## src/rtl/scanner_pkg.sv

```systemverilog
`default_nettype none
// ============================================================================
// scanner_pkg : shared constants, types and helpers for the scanner PC link
// Rev 1.0
// ============================================================================
package scanner_pkg;

   localparam logic [7:0] STATUS_TYPE        = 8'h01;
   localparam logic [7:0] STATUS_LEN         = 8'h08;
   localparam int         STATUS_FRAME_BYTES = 12;

   localparam int FLAG_EN   = 0;
   localparam int FLAG_HOME = 1;
   localparam int FLAG_FLT  = 2;
   localparam int FLAG_DROP = 3;

   typedef enum logic [0:0] {
      IDLE = 1'b0,
      SEND = 1'b1
   } status_tx_state_t;

   // Checksum covers TYPE through line_lo; SYNC is deliberately excluded.
   function automatic logic [7:0] status_chk(
      input logic [7:0]  flags,
      input logic [7:0]  seq,
      input logic [15:0] gain,
      input logic [15:0] off,
      input logic [15:0] line
   );
      return STATUS_TYPE ^ STATUS_LEN ^ flags ^ seq ^
             gain[15:8] ^ gain[7:0] ^ off[15:8] ^ off[7:0] ^
             line[15:8] ^ line[7:0];
   endfunction

endpackage
`default_nettype wire

```

## src/rtl/status_tx_if.sv

```systemverilog
`default_nettype none
// ============================================================================
// status_tx_if : TX FIFO write port shared through the top-level mux
// Rev 1.0
// ============================================================================
interface status_tx_if;
   logic       bus_grant;
   logic       tx_full;
   logic       tx_wrreq;
   logic [7:0] tx_data;
   logic       tx_busy;

   modport master (
      input  bus_grant,
      input  tx_full,
      output tx_wrreq,
      output tx_data,
      output tx_busy
   );

   modport slave (
      output bus_grant,
      output tx_full,
      input  tx_wrreq,
      input  tx_data,
      input  tx_busy
   );
endinterface
`default_nettype wire

```

## src/rtl/status_tx.sv

```systemverilog
`default_nettype none
// ============================================================================
// status_tx : snapshots scanner state and emits a framed, checksummed packet
// Rev 1.0
// ============================================================================
module status_tx
   import scanner_pkg::*;
#(
   parameter logic [7:0]  SYNC_BYTE     = 8'hA5,
   parameter int unsigned PERIOD_CYCLES = 10_000_000
) (
   input  wire logic        clk_100M,
   input  wire logic        rst,
   input  wire logic        send_req,
   input  wire logic        cont_en,
   input  wire logic [15:0] cont_gain,
   input  wire logic [15:0] cont_off,
   input  wire logic [15:0] line_count,
   input  wire logic        mtr_nhome,
   input  wire logic        mtr_nflt,
   status_tx_if.master      tx
);

   localparam logic [3:0] c_LAST_IDX = 4'(STATUS_FRAME_BYTES - 1);

   status_tx_state_t state_q;
   logic             pending_q;
   logic             pending_d;
   logic             dropped_q;
   logic             late_drop_q;
   logic [7:0]       seq_q;
   logic [3:0]       idx_q;
   logic [7:0]       tx_data_q;
   logic             nflt_q;
   logic [7:0]       flags_q;
   logic [15:0]      gain_q;
   logic [15:0]      off_q;
   logic [15:0]      line_q;
   logic [7:0]       chk_q;

   logic             w_tick;
   logic             w_trig;
   logic             w_start;
   logic             w_drop;
   logic             w_wr;
   logic [3:0]       w_next_idx;
   logic [7:0]       w_next_byte;
   logic [7:0]       w_flags;

   if (PERIOD_CYCLES > 0) begin : g_timer
      localparam logic [31:0] c_TIMER_LAST = 32'(PERIOD_CYCLES - 1);
      logic [31:0] timer_q;

      always_ff @(posedge clk_100M or posedge rst) begin
         if (rst) begin
            timer_q <= '0;
         end else if (timer_q == c_TIMER_LAST) begin
            timer_q <= '0;
         end else begin
            timer_q <= timer_q + 32'd1;
         end
      end

      assign w_tick = (timer_q == c_TIMER_LAST);
   end else begin : g_no_timer
      assign w_tick = 1'b0;
   end

   // All trigger sources collapse into one request per cycle.
   assign w_trig    = send_req | w_tick | (nflt_q & ~mtr_nflt);
   assign w_start   = (state_q == IDLE) & pending_q;
   assign w_drop    = w_trig & pending_q & ~w_start;
   assign pending_d = w_trig | (pending_q & ~w_start);
   assign w_wr      = (state_q == SEND) & tx.bus_grant & ~tx.tx_full;

   always_comb begin
      w_flags            = 8'h00;
      w_flags[FLAG_EN]   = cont_en;
      w_flags[FLAG_HOME] = ~mtr_nhome;
      w_flags[FLAG_FLT]  = ~mtr_nflt;
      w_flags[FLAG_DROP] = dropped_q;
   end

   assign w_next_idx = idx_q + 4'd1;

   always_comb begin
      w_next_byte = 8'h00;
      case (w_next_idx)
         4'd0:    w_next_byte = SYNC_BYTE;
         4'd1:    w_next_byte = STATUS_TYPE;
         4'd2:    w_next_byte = STATUS_LEN;
         4'd3:    w_next_byte = flags_q;
         4'd4:    w_next_byte = seq_q;
         4'd5:    w_next_byte = gain_q[15:8];
         4'd6:    w_next_byte = gain_q[7:0];
         4'd7:    w_next_byte = off_q[15:8];
         4'd8:    w_next_byte = off_q[7:0];
         4'd9:    w_next_byte = line_q[15:8];
         4'd10:   w_next_byte = line_q[7:0];
         4'd11:   w_next_byte = chk_q;
         default: w_next_byte = 8'h00;
      endcase
   end

   always_ff @(posedge clk_100M or posedge rst) begin
      if (rst) begin
         state_q     <= IDLE;
         pending_q   <= 1'b0;
         dropped_q   <= 1'b0;
         late_drop_q <= 1'b0;
         seq_q       <= 8'h00;
         idx_q       <= 4'd0;
         tx_data_q   <= 8'h00;
         nflt_q      <= 1'b1;
         flags_q     <= 8'h00;
         gain_q      <= 16'h0000;
         off_q       <= 16'h0000;
         line_q      <= 16'h0000;
         chk_q       <= 8'h00;
      end else begin
         nflt_q    <= mtr_nflt;
         pending_q <= pending_d;
         case (state_q)
            IDLE: begin
               if (pending_q) begin
                  state_q   <= SEND;
                  idx_q     <= 4'd0;
                  tx_data_q <= SYNC_BYTE;
                  flags_q   <= w_flags;
                  gain_q    <= cont_gain;
                  off_q     <= cont_off;
                  line_q    <= line_count;
                  chk_q     <= status_chk(w_flags, seq_q, cont_gain, cont_off, line_count);
               end
            end
            SEND: begin
               // dropped_q is being reported by this frame; later drops wait for the next one.
               if (w_drop) begin
                  late_drop_q <= 1'b1;
               end
               if (w_wr) begin
                  if (idx_q == c_LAST_IDX) begin
                     state_q     <= IDLE;
                     seq_q       <= seq_q + 8'd1;
                     dropped_q   <= late_drop_q | w_drop;
                     late_drop_q <= 1'b0;
                  end else begin
                     idx_q     <= w_next_idx;
                     tx_data_q <= w_next_byte;
                  end
               end
            end
            default: state_q <= IDLE;
         endcase
      end
   end

   assign tx.tx_wrreq = w_wr;
   assign tx.tx_data  = tx_data_q;
   assign tx.tx_busy  = (state_q == SEND);

endmodule
`default_nettype wire

```

## src/flat_wrapper.sv

```systemverilog
// flat-port wrapper written by rule: the top's interface ports become plain ports
module status_tx_flat import scanner_pkg::*;
#(
   parameter logic [7:0]  SYNC_BYTE     = 8'hA5,
   parameter int unsigned PERIOD_CYCLES = 10_000_000
)
  (clk_100M, rst, send_req, cont_en, cont_gain, cont_off, line_count, mtr_nhome, mtr_nflt, tx_bus_grant, tx_tx_full, tx_tx_wrreq, tx_tx_data, tx_tx_busy);
  status_tx_if tx_i ();
  input  wire logic clk_100M;
  input  wire logic rst;
  input  wire logic send_req;
  input  wire logic cont_en;
  input  wire logic [15:0] cont_gain;
  input  wire logic [15:0] cont_off;
  input  wire logic [15:0] line_count;
  input  wire logic mtr_nhome;
  input  wire logic mtr_nflt;
  input wire logic [$bits(tx_i.bus_grant)-1:0] tx_bus_grant;
  input wire logic [$bits(tx_i.tx_full)-1:0] tx_tx_full;
  output wire logic [$bits(tx_i.tx_wrreq)-1:0] tx_tx_wrreq;
  output wire logic [$bits(tx_i.tx_data)-1:0] tx_tx_data;
  output wire logic [$bits(tx_i.tx_busy)-1:0] tx_tx_busy;
  assign tx_i.bus_grant = tx_bus_grant;
  assign tx_i.tx_full = tx_tx_full;
  assign tx_tx_wrreq = tx_i.tx_wrreq;
  assign tx_tx_data = tx_i.tx_data;
  assign tx_tx_busy = tx_i.tx_busy;
  status_tx #(.SYNC_BYTE(SYNC_BYTE), .PERIOD_CYCLES(PERIOD_CYCLES)) u_core (.clk_100M(clk_100M), .rst(rst), .send_req(send_req), .cont_en(cont_en), .cont_gain(cont_gain), .cont_off(cont_off), .line_count(line_count), .mtr_nhome(mtr_nhome), .mtr_nflt(mtr_nflt), .tx(tx_i));
endmodule
```

## config.mk

```make
export PLATFORM = sky130hd
export DESIGN_NAME = status_tx_flat
export DESIGN_NICKNAME = d
export VERILOG_FILES = /design/src/rtl/scanner_pkg.sv /design/src/rtl/status_tx_if.sv /design/src/rtl/status_tx.sv /design/src/flat_wrapper.sv
export SDC_FILE = /design/constraint.sdc
export NUM_CORES = 1
export LEC_CHECK = 0
export CORE_MARGIN = 2
export CORE_UTILIZATION = 38
export DETAILED_ROUTE_END_ITERATION = 16
export PLACE_DENSITY_LB_ADDON = 0.1
export SLEW_MARGIN = 20
export SYNTH_ARGS = -nofsm -noshare
export SYNTH_HDL_FRONTEND = slang
export SYNTH_SLANG_ARGS = --single-unit
```

## constraint.sdc

```tcl
create_clock -name clk_100M -period 7.68 [get_ports clk_100M]
set_input_delay 1.152 -clock clk_100M [delete_from_list [all_inputs] [get_ports clk_100M]]
set_output_delay 1.152 -clock clk_100M [all_outputs]
set_load 0.03 [all_outputs]
```

==> summary.txt <==
Timing
  – Final hold violation count: 0
  – Final cycle utilization of the critical path: 0.488
  – Setup-failing EPs final: 0
  – Final TNS setup: 0 ns
  – Worst Max-Slew Pin Slew: 0.996 ns
  – Clock skew: 0.0140 ns
  – Unrepaired setup endpoints after global routing: no
  – Slew Viols, Final: 0
  – Fin crit period: 3.75 ns
  – Max frequency: 0.267 GHz
  – Slew Limit Headroom: 0.336

Final layout
  – Fill cell total of the finished layout: 1472
  – Diodes inserted: 0
  – Commonest non-fill, non-tap cell in the layout: dfrtp_1
  – Final Cell Area: 7410 um2
  – Fraction of layout cells with a size suffix above 1: 0.154
  – Final std cells w/o fill: 839
  – Area growth from synthesis to layout: 23.0%
  – Top library cells by usage in the layout, fill and taps aside: 116 x dfrtp_1, 65 x clkdlybuf4s50_1, 63 x xnor2_1
  – Net count, final: 676
  – Combined flip-flop and latch cell area: 2930 um2
  – Area taken by multi-input logic gates: 2940 um2

Drt
  – Initial detailed-routing violation count: 245
  – DRC errors left: 0
  – Number of routed nets with antenna violations: 0
  – WL/cell: 16.6 um
  – Detailed-route vias per instance: 5.16
  – Detailed-router iteration count before antenna repair: 5
  – Via count: 4329
  – Wire length after detailed routing: 13900 um

Critical path
  – Library cell contributing the largest single delay on the critical path: clkdlybuf4s50_1
  – Biggest fanout along the worst timing path: 5
  – Cell Chain, Critical Path: clkdlybuf4s50_1 > nand3b_1 > inv_1 > clkdlybuf4s50_1
  – Worst endpoint required time: 6.53 ns
  – Worst endpoint data arrival time: 2.59 ns
  – Crit start category: primary input
  – Max stage delay on crit path: 0.67 ns
  – WS Path Type: primary input to primary output
  – Combined buffer and inverter count along the critical path: 3
  – Worst path most repeated cell: clkdlybuf4s50_1
  – Endpoint kind of the worst setup timing path: primary output
  – Delay-heaviest family, CP: buffers and inverters

Global routing
  – GRT Total Usage: 0.179
  – Overflow after GRT: 0
  – Via count of the first global-routing pass: 4477
  – Number of antenna violations at the first check in global routing: 0
  – Pin count of the biggest net entering global routing: 75
  – Wire length of the first global-routing pass: 23300 um

Power
  – Clock power frac: 0.398
  – Power density over the cells: 252 nW/um2
  – Standby leakage power: 0.00314 uW
  – VDD IR-drop max: 0.000170 V
  – Part of the total power dissipated in sequential elements: 0.378
  – Portion of total power attributed to combinational logic: 0.225
  – Switching fraction of total power: 0.289
  – Power Internal: 1330 uW
  – Psw: 540 uW

Synth
  – Net count after synthesis: 618
  – Area fraction of the dominant cell type after synthesis: 0.482
  – Area contributors post-synth: dfrtp_1 48%, mux2_2 9.9%, xnor2_1 9.2%, xor2_1 3.8%, a22oi_1 3.4%
  – #FFs+latches synth: 117
  – Share of synthesized flip-flops with an asynchronous set or reset: 1.00
  – Yosys warnings: 0
  – Post-synth cell types: 57
  – Biggest area consumer among synthesized cells: dfrtp_1
  – Sequential area share after synthesis: 0.486
  – Synthesized area divided by synthesized cell count: 10.9 um2
  – Most common flop cell mapped by yosys: dfrtp_1
  – Area of the mapped netlist: 6030 um2
  – Number of standard cells after synthesis: 555
  – Count of flip-flops with a built-in enable after synthesis: 0

Hold path
  – Path type of the worst min-delay path: flip-flop to flip-flop

Placed design
  – Number of buffer cells added on primary ports: 65
  – Cell total after placement: 810
  – Sum of net half-perimeters after detailed placement: 9390 um
  – DP Area: 6850 um2
  – Routability cong.: 0.842

Clock network
  – Source-to-sink clock delay at the later pin of the worst-skew pair: 0.41 ns
  – Clk pin slew, worst setup/hold paths: 0.05 ns
  – Number of sinks on the clock net: 117
  – Number of levels in the clock H-tree: 4
  – Hold buffer count at cts: 0
  – Clock tree root buffer cell: clkbuf_16
  – Clock tree from TritonCTS: built
  – Cts bufs inserted: 17
  – Post-cts resize count: 0
  – Number of buffers on the longest clock path: 2
  – Post-CTS setup repair buffer count: 0

Job
  – Max-cap viol count: 0

Floorplan
  – Initial cell density of the core: 0.384
  – Total number of placement rows: 46
  – Boundary pin count: 66
  – Die outline height: 130 um
  – Area enclosed by the die boundary: 16900 um2
  – Floorplan core area: 15700 um2
  – Horizontal extent of the die: 130 um

Run status
  – Result of the run: completed
==> final cells by class <==
type | count | area share
Multi-Input combinational cell | 399 | 0.397
Sequential cell | 117 | 0.395
Timing Repair Buffer | 67 | 0.0898
Clock buffer | 25 | 0.0695
Tap cell | 216 | 0.0365
Clock inverter | 4 | 0.00608
Inverter | 11 | 0.00591
==> path summary, 6_finish.rpt <==
kind	startpoint	to	slack, ns	depth (start not counted)
max in group asynchronous	rst	u_core.g_timer.timer_q[6]	5.16	3
min in group asynchronous	rst	u_core.line_q[7]	1.17	2
worst min register to register	u_core.g_timer.timer_q[31]	u_core.g_timer.timer_q[31]	0.47	1
worst max-delay path	tx_tx_full	tx_tx_wrreq	3.93	4
worst max register to register	u_core.idx_q[0]	u_core.tx.tx_data[1]	5.01	6
worst min-delay path	u_core.g_timer.timer_q[31]	u_core.g_timer.timer_q[31]	0.47	1
==> power groups by stage <==
stage	clock (uW)	sequential [uW]	combinational, uW
after detailed placement	0	716	420
after global routing	791	714	462
after global placement	0	715	417
after CTS	766	707	422
after floorplan	0	721	264
final	744	707	420
==> synth_stat cells, drive strengths merged (2+ instances only) <==
cell,number
a22oi,27
nor4b,2
o21ai,25
mux2,53
nor3,11
dfrtp,116
nor2b,2
xnor2,63
clkbuf,16
ha,7
nand2,45
a21oi,6
nand3,20
and3,5
buf,12
and4,2
a21o,3
nand3b,2
xor2,26
inv,11
a22o,2
o22ai,3
a222oi,4
nor4,7
nand2b,3
nand4,11
nor2,42
mux2i,2
a2111oi,2
a31oi,4
and2,5
==> per-layer routing <==
layer	global-route usage	wire, um
met1	0.227	6280
met4	0.0455	70
met5	0	0
met3	0.0500	530
met2	0.303	7020
==> kinds of logic after synthesis <==
group	Yosys count	share of synthesized area
multiplexers	55	0.102
XOR/XNOR	89	0.129
buffers and inverters	39	0.0262
adder cells (fa/ha/maj)	7	0.0145
flip-flops	117	0.486
AO/OA/AOI/OAI	89	0.102
AND/OR/NAND/NOR	159	0.140
==> worst reg2reg max path, cell delays in order, from the launching register on <==
cell,delay (ns)
dfrtp_1,0.56
inv_1,0.12
ha_1,0.56
a222oi_1,0.54
o32ai_1,0.13
a2111oi_0,0.49
a21oi_1,0.13
==> registers in the layout, indices dropped and copies added (netlist names) <==
signal,count
u_core.chk_q,8
u_core.dropped_q,1
u_core.flags_q,4
u_core.g_timer.timer_q,32
u_core.gain_q,16
u_core.idx_q,4
u_core.late_drop_q,1
u_core.line_q,16
u_core.nflt_q,1
u_core.off_q,16
u_core.pending_q,1
u_core.seq_q,8
u_core.tx.tx_busy,1
u_core.tx.tx_data,8
==> metrics by stage <==
stage	power [uW]	hold slack, ns	setup slack, ns	utilization
final	1870	0.470	3.93	0.472
after global routing	1970	0.484	3.85	0.472
after CTS	1890	0.471	3.92	0.472
after detailed placement	1140	0.461	3.93	0.436
after global placement	1130	0.454	3.95	0.436
after floorplan	985	0.433	3.43	-
(Power assumes the default switching activity.)
==> variant 1, RTL diff (same flow settings) <==
One comparison of `idx_q` changes from == to >=.
--- a/src/rtl/status_tx.sv
+++ b/src/rtl/status_tx.sv
@@ -140,5 +140,5 @@
                end
                if (w_wr) begin
-                  if (idx_q == c_LAST_IDX) begin
+                  if (idx_q >= c_LAST_IDX) begin
                      state_q     <= IDLE;
                      seq_q       <= seq_q + 8'd1;
Function: same outputs for any inputs over 10 cycles, from zero or initial values and one cycle with rst high; that may be too few to reach the edited logic, so the function may still have changed.
==> variant 1 against the original RTL <==
Critical endpoint unchanged. Power is 37% higher. Worst setup slack worse by 0.063 ns. Maximum frequency is 1.7% lower. Cell area is 2.1% higher. Synthesized area is 1.4% higher. Sequential cell count stayed put. Wire length is 4.5% higher. Critical path depth stayed put. Largest cell class unchanged. First-iteration DRC count is 58% higher.
==> variant 1: results (changes against the original RTL) <==
Synthesis
  – XOR/XNOR share of the synthesized area: 12.9% (-0.078 points)
  – Post-Synth Adder-Cell Area: 1.43% (-0.020 points)
  – YS warnings: 0 (unchanged)
  – Netlist cell types: 68 (+19%)
  – Mux cell area share after synthesis: 10.4% (+0.21 points)
  – Register area share after synthesis: 47.9% (-0.68 points)
  – Compound-gate portion of the synthesized area: 10.4% (+0.16 points)
  – Top cells by count, synth: 116 x dfrtp_1, 68 x xnor2_1, 50 x mux2_2, 44 x nand2_1, 24 x nor2_1
  – Top post-synthesis cells by area: dfrtp_1 47%, xnor2_1 9.7%, mux2_2 9.2%
  – Post-Syn Nets: 613 (-0.81%)

Setup path
  – Worst EP arrival: 2.66 ns (+0.07 ns)
  – CP Launch Point: tx_tx_full
  – Crit Reg-Reg Endpoint: u_core.tx.tx_data[2]
  – FF-to-FF setup slack: 5.07 ns (+0.06 ns)
  – Crit path capture: tx_tx_wrreq
  – Max stage delay on crit path: 0.70 ns (+0.03 ns)

Finish
  – Ant. Diodes: 0 (unchanged)
  – FILL cells: 1445 (-1.8%)
  – Layout cells sized above 1: 16.7% (+1.3 points)
  – Max reg flops: 32 (unchanged)
  – Nets: 675 (-0.15%)

Pwr
  – Max VDD drop: 0.166 mV (-2.5%)
  – Leakage: 0.00316 uW (+0.71%)

Placed design
  – Cell Area, Placed: 6940 um2 (+1.4%)
  – Port Buffers: 65 (unchanged)
  – Final HPWL DP: 10100 um (+7.8%)
  – Routability cong.: 0.882 (+4.7%)

Timing
  – Slew @ Worst Pin: 1.00 ns (+0.00582 ns)
  – Final Skew: 0.00670 ns (-0.00728 ns)

Run status
  – Status: finished, final reports clean

Clocking
  – Root Driver: clkbuf_16
  – Clk_lat worst skew: 0.41 ns (about the same)
  – Max Root-Sink Buffers: 2 (unchanged)

Route
  – Vias: 4414 (+2.0%)
  – Routed Wire Length: 14500 um (+4.5%)
  – 1st-pass router iterations: 5 (unchanged)
  – Initial DRC Count: 387 (+58%)

Hold path
  – HP Class: reg2reg

Global routing
  – Global-route wire length before repair: 23300 um (+0.21%)
  – Total track usage: 18.2% (+0.28 points)
  – Largest net degree at the start of global routing: 77 (+2.7%)
-- variant 1: cell types whose count changed in the layout (fill, tap and decap cells not counted), moves of 8 or more --
cell,delta
nor2_1,-17
o21ai_1,+8
a22oi_1,-16
xor2_1,-8
o21ai_0,-8
-- variant 1: power breakdown --
| part | internal [uW] | switching, uW | total (uW) |
|---|---|---|---|
| Sequential | 807 | 147 | 954 |
| Clock | 565 | 273 | 838 |
| Combinational | 370 | 402 | 772 |
-- variant 1: layer usage --
| metal | up-vias | GRT usage (%) | routed length, um |
|---|---|---|---|
| li1 | 2106 | - | - |
| met2 | 123 | 29.4 | 7120 |
| met1 | 2174 | 23.5 | 6520 |
| met5 | - | 0 | 0 |
| met4 | 0 | 5.63 | 132 |
| met3 | 11 | 5.74 | 760 |
-- variant 1: worst min-delay path by stage --
stage | start | endpoint | slack [ns] | cells past startpoint
after floorplan | u_core.g_timer.timer_q[31] | u_core.g_timer.timer_q[31] | 0.45 | 1
after global placement | u_core.chk_q[7] | u_core.chk_q[7] | 0.46 | 2
after detailed placement | u_core.g_timer.timer_q[31] | u_core.g_timer.timer_q[31] | 0.46 | 1
after CTS | u_core.g_timer.timer_q[31] | u_core.g_timer.timer_q[31] | 0.48 | 1
after global routing | u_core.g_timer.timer_q[31] | u_core.g_timer.timer_q[31] | 0.49 | 1
final | u_core.g_timer.timer_q[31] | u_core.g_timer.timer_q[31] | 0.47 | 1
-- variant 1: per-stage QoR --
stage                     hold slack [ns]  setup WS (ns)  power, uW  std cells  utilization [%]
after global placement              0.462           3.88       1720        809             43.9
after detailed placement            0.464           3.86       1740        809             43.9
final                               0.471           3.87       2560        840             47.8
after global routing                0.486           3.79       2720        840             47.8
after floorplan                     0.446           3.43       1480        550                -
after CTS                           0.475           3.86       2590        840             47.8
-- variant 1: kinds of logic after synthesis --
kind of cell	after synthesis
fa+ha+maj	7
flops	117
simple gates	162
compound gates	86
xor+xnor	88
buf+inv	34
mux	56
-- variant 1: critical path: cells and delay by family --
kind / cells / cell delay [ns]
buf+inv: 3 / 1.27
simple gates: 1 / 0.22
-- variant 1: final cells by class --
| class | instances | area [um2] | area share (%) |
|---|---|---|---|
| well taps | 216 | 270 | 3.57 |
| clock buffers | 22 | 474 | 6.27 |
| clock inverters | 9 | 149 | 1.97 |
| flip-flops and latches | 117 | 2930 | 38.7 |
| multi-input cells | 399 | 3040 | 40.1 |
| inverters | 9 | 36.3 | 0.479 |
| repair buffers | 68 | 673 | 8.90 |
==> variant 2, RTL diff (config.mk and constraints unchanged) <==
Made on the original files. Set the package constant `STATUS_LEN` to 8'h04 (it was 8'h08).
--- a/src/rtl/scanner_pkg.sv
+++ b/src/rtl/scanner_pkg.sv
@@ -7,5 +7,5 @@
 
    localparam logic [7:0] STATUS_TYPE        = 8'h01;
-   localparam logic [7:0] STATUS_LEN         = 8'h08;
+   localparam logic [7:0] STATUS_LEN         = 8'h04;
    localparam int         STATUS_FRAME_BYTES = 12;
 
Check against the original RTL: not equivalent (a bounded check fails within 10 cycles, from zero or initial values and one cycle with rst high).
==> variant 2 against the original RTL <==
Cell area down 0.76%. Count of clock-buffer cells in the layout is 1 higher. Sequential cell count stayed put. Combinational power decreased by 5.2%. Synthesized area fell by 0.83%. Sequential share of layout area is 0.30 points higher. Power shrank 4.1%. Wire length shrank 1.8%. Global-route usage decreased by 0.43 points. Worst setup slack worse by 0.071 ns. Critical path type unchanged. Hold slack better by 0.0055 ns. Largest power group is now sequential cells. Critical endpoint unchanged.
==> variant 2: results (changes against the original RTL) <==
Run status
  – Status: finished, final reports clean

Setup path
  – Max stage delay on crit path: 0.66 ns
  – Cells on worst reg2reg path: 7 (+1)
  – CP max stage cell: clkdlybuf4s50_1
  – RR Startpoint: u_core.idx_q[0]
  – Crit Path Max Fanout: 3 (-2)
  – CP Launch Point: tx_bus_grant
  – Crit Reg-Reg Endpoint: u_core.tx.tx_data[2]
  – Worst EP arrival: 2.66 ns (+0.07 ns)
  – FF-to-FF setup slack: 4.90 ns (-0.11 ns)

Finish
  – Largest Register: u_core.g_timer.timer_q
  – Final std cells w/o fill: 831 (-0.95%)
  – Layout cells sized above 1: 16.5% (+1.0 points)
  – Nets: 672 (-0.59%)

Pwr
  – Comb pwr: 398 uW (-5.2%)
  – Clk. pwr: 694 uW (-6.7%)
  – Psw: 522 uW (-3.4%)
  – Max VDD drop: 0.173 mV (+1.8%)
  – Leakage: 0.00306 uW (-2.5%)
  – Switching portion of total power: 29.1% (+0.19 points)

Global routing
  – Initial antenna violation count: 0 (unchanged)
  – Global-route wire length before repair: 22400 um (-3.6%)
  – Largest net degree at the start of global routing: 74 (-1.3%)
  – Number of global-route vias before repair: 4470 (-0.16%)
  – Total track usage: 17.5% (-0.43 points)

Synthesis
  – Post-synthesis cell count: 545 (-1.8%)
  – YS warnings: 0 (unchanged)
  – Mux cell area share after synthesis: 10.3% (+0.11 points)
  – Post-Syn Nets: 608 (-1.6%)
  – Compound-gate portion of the synthesized area: 10.9% (+0.65 points)
  – Fraction of registers with async set/reset: 100% (unchanged)
  – Top cells by count, synth: 116 x dfrtp_1, 62 x xnor2_1, 54 x mux2_2, 49 x nand2_1, 33 x nor2_1
  – Post-Synth Adder-Cell Area: 1.47% (+0.012 points)
  – Netlist cell types: 61 (+7.0%)
  – Top post-synthesis cells by area: dfrtp_1 49%, mux2_2 10%, xnor2_1 9.1%
  – XOR/XNOR share of the synthesized area: 12.7% (-0.18 points)
  – Register area share after synthesis: 49.0% (+0.41 points)

Timing
  – Worst hold slack: 0.475 ns (+0.00551 ns)
  – Slew @ Worst Pin: 1.04 ns (+0.0412 ns)
  – Final Skew: 0.00865 ns (-0.00532 ns)

Route
  – Vias: 4340 (+0.25%)
  – Initial DRC Count: 313 (+28%)
  – Routed wire per std cell: 16.4 um (-0.85%)

Placed design
  – Port Buffers: 65 (unchanged)
  – Routability cong.: 0.804 (-4.6%)
  – Place WS: 3.85 ns (-0.0808 ns)
  – Final HPWL DP: 9210 um (-1.9%)
  – Placed insts: 801 (-1.1%)
  – Cell Area, Placed: 6830 um2 (-0.31%)

Clocking
  – Post_cts resized: 0 (unchanged)
  – Root Driver: clkbuf_16
  – Max Root-Sink Buffers: 2 (unchanged)
  – Post-CTS setup buffer count: 0 (unchanged)
  – Clk_lat worst skew: 0.41 ns (about the same)
  – Htree depth: 4 (unchanged)

Hold path
  – Hold Startpoint: u_core.g_timer.timer_q[31]
## variant 2: area by class of cell
class / instances / area, um2
repair buffers: 69 / 681
well taps: 211 / 264
multi-input cells: 394 / 2920
fillers: 1396 / 7900
inverters: 10 / 40.0
clock inverters: 4 / 22.5
clock buffers: 26 / 499
flip-flops and latches: 117 / 2930
## variant 2: how the worst max path moves through the flow
stage                            to  slack, ns  cells past startpoint
global placement        tx_tx_wrreq       3.87                      5
floorplan           u_core.chk_q[0]       3.43                      1
detailed placement      tx_tx_wrreq       3.85                      5
CTS                     tx_tx_wrreq       3.85                      5
finish                  tx_tx_wrreq       3.86                      5
global route            tx_tx_wrreq       3.81                      5
## variant 2: routing by layer
metal  global-route usage, %  part of all wire (%)  wire [um]
met4                    5.57                   1.0        138
met1                    22.4                    46       6300
met3                    4.54                   4.4        599
met2                    29.1                    48       6610
met5                       0                     0          0
## variant 2: worst max-delay path, delay by kind of cell
kind / cells / cell delay, ns
buf+inv: 3 / 1.21
simple gates: 2 / 0.31
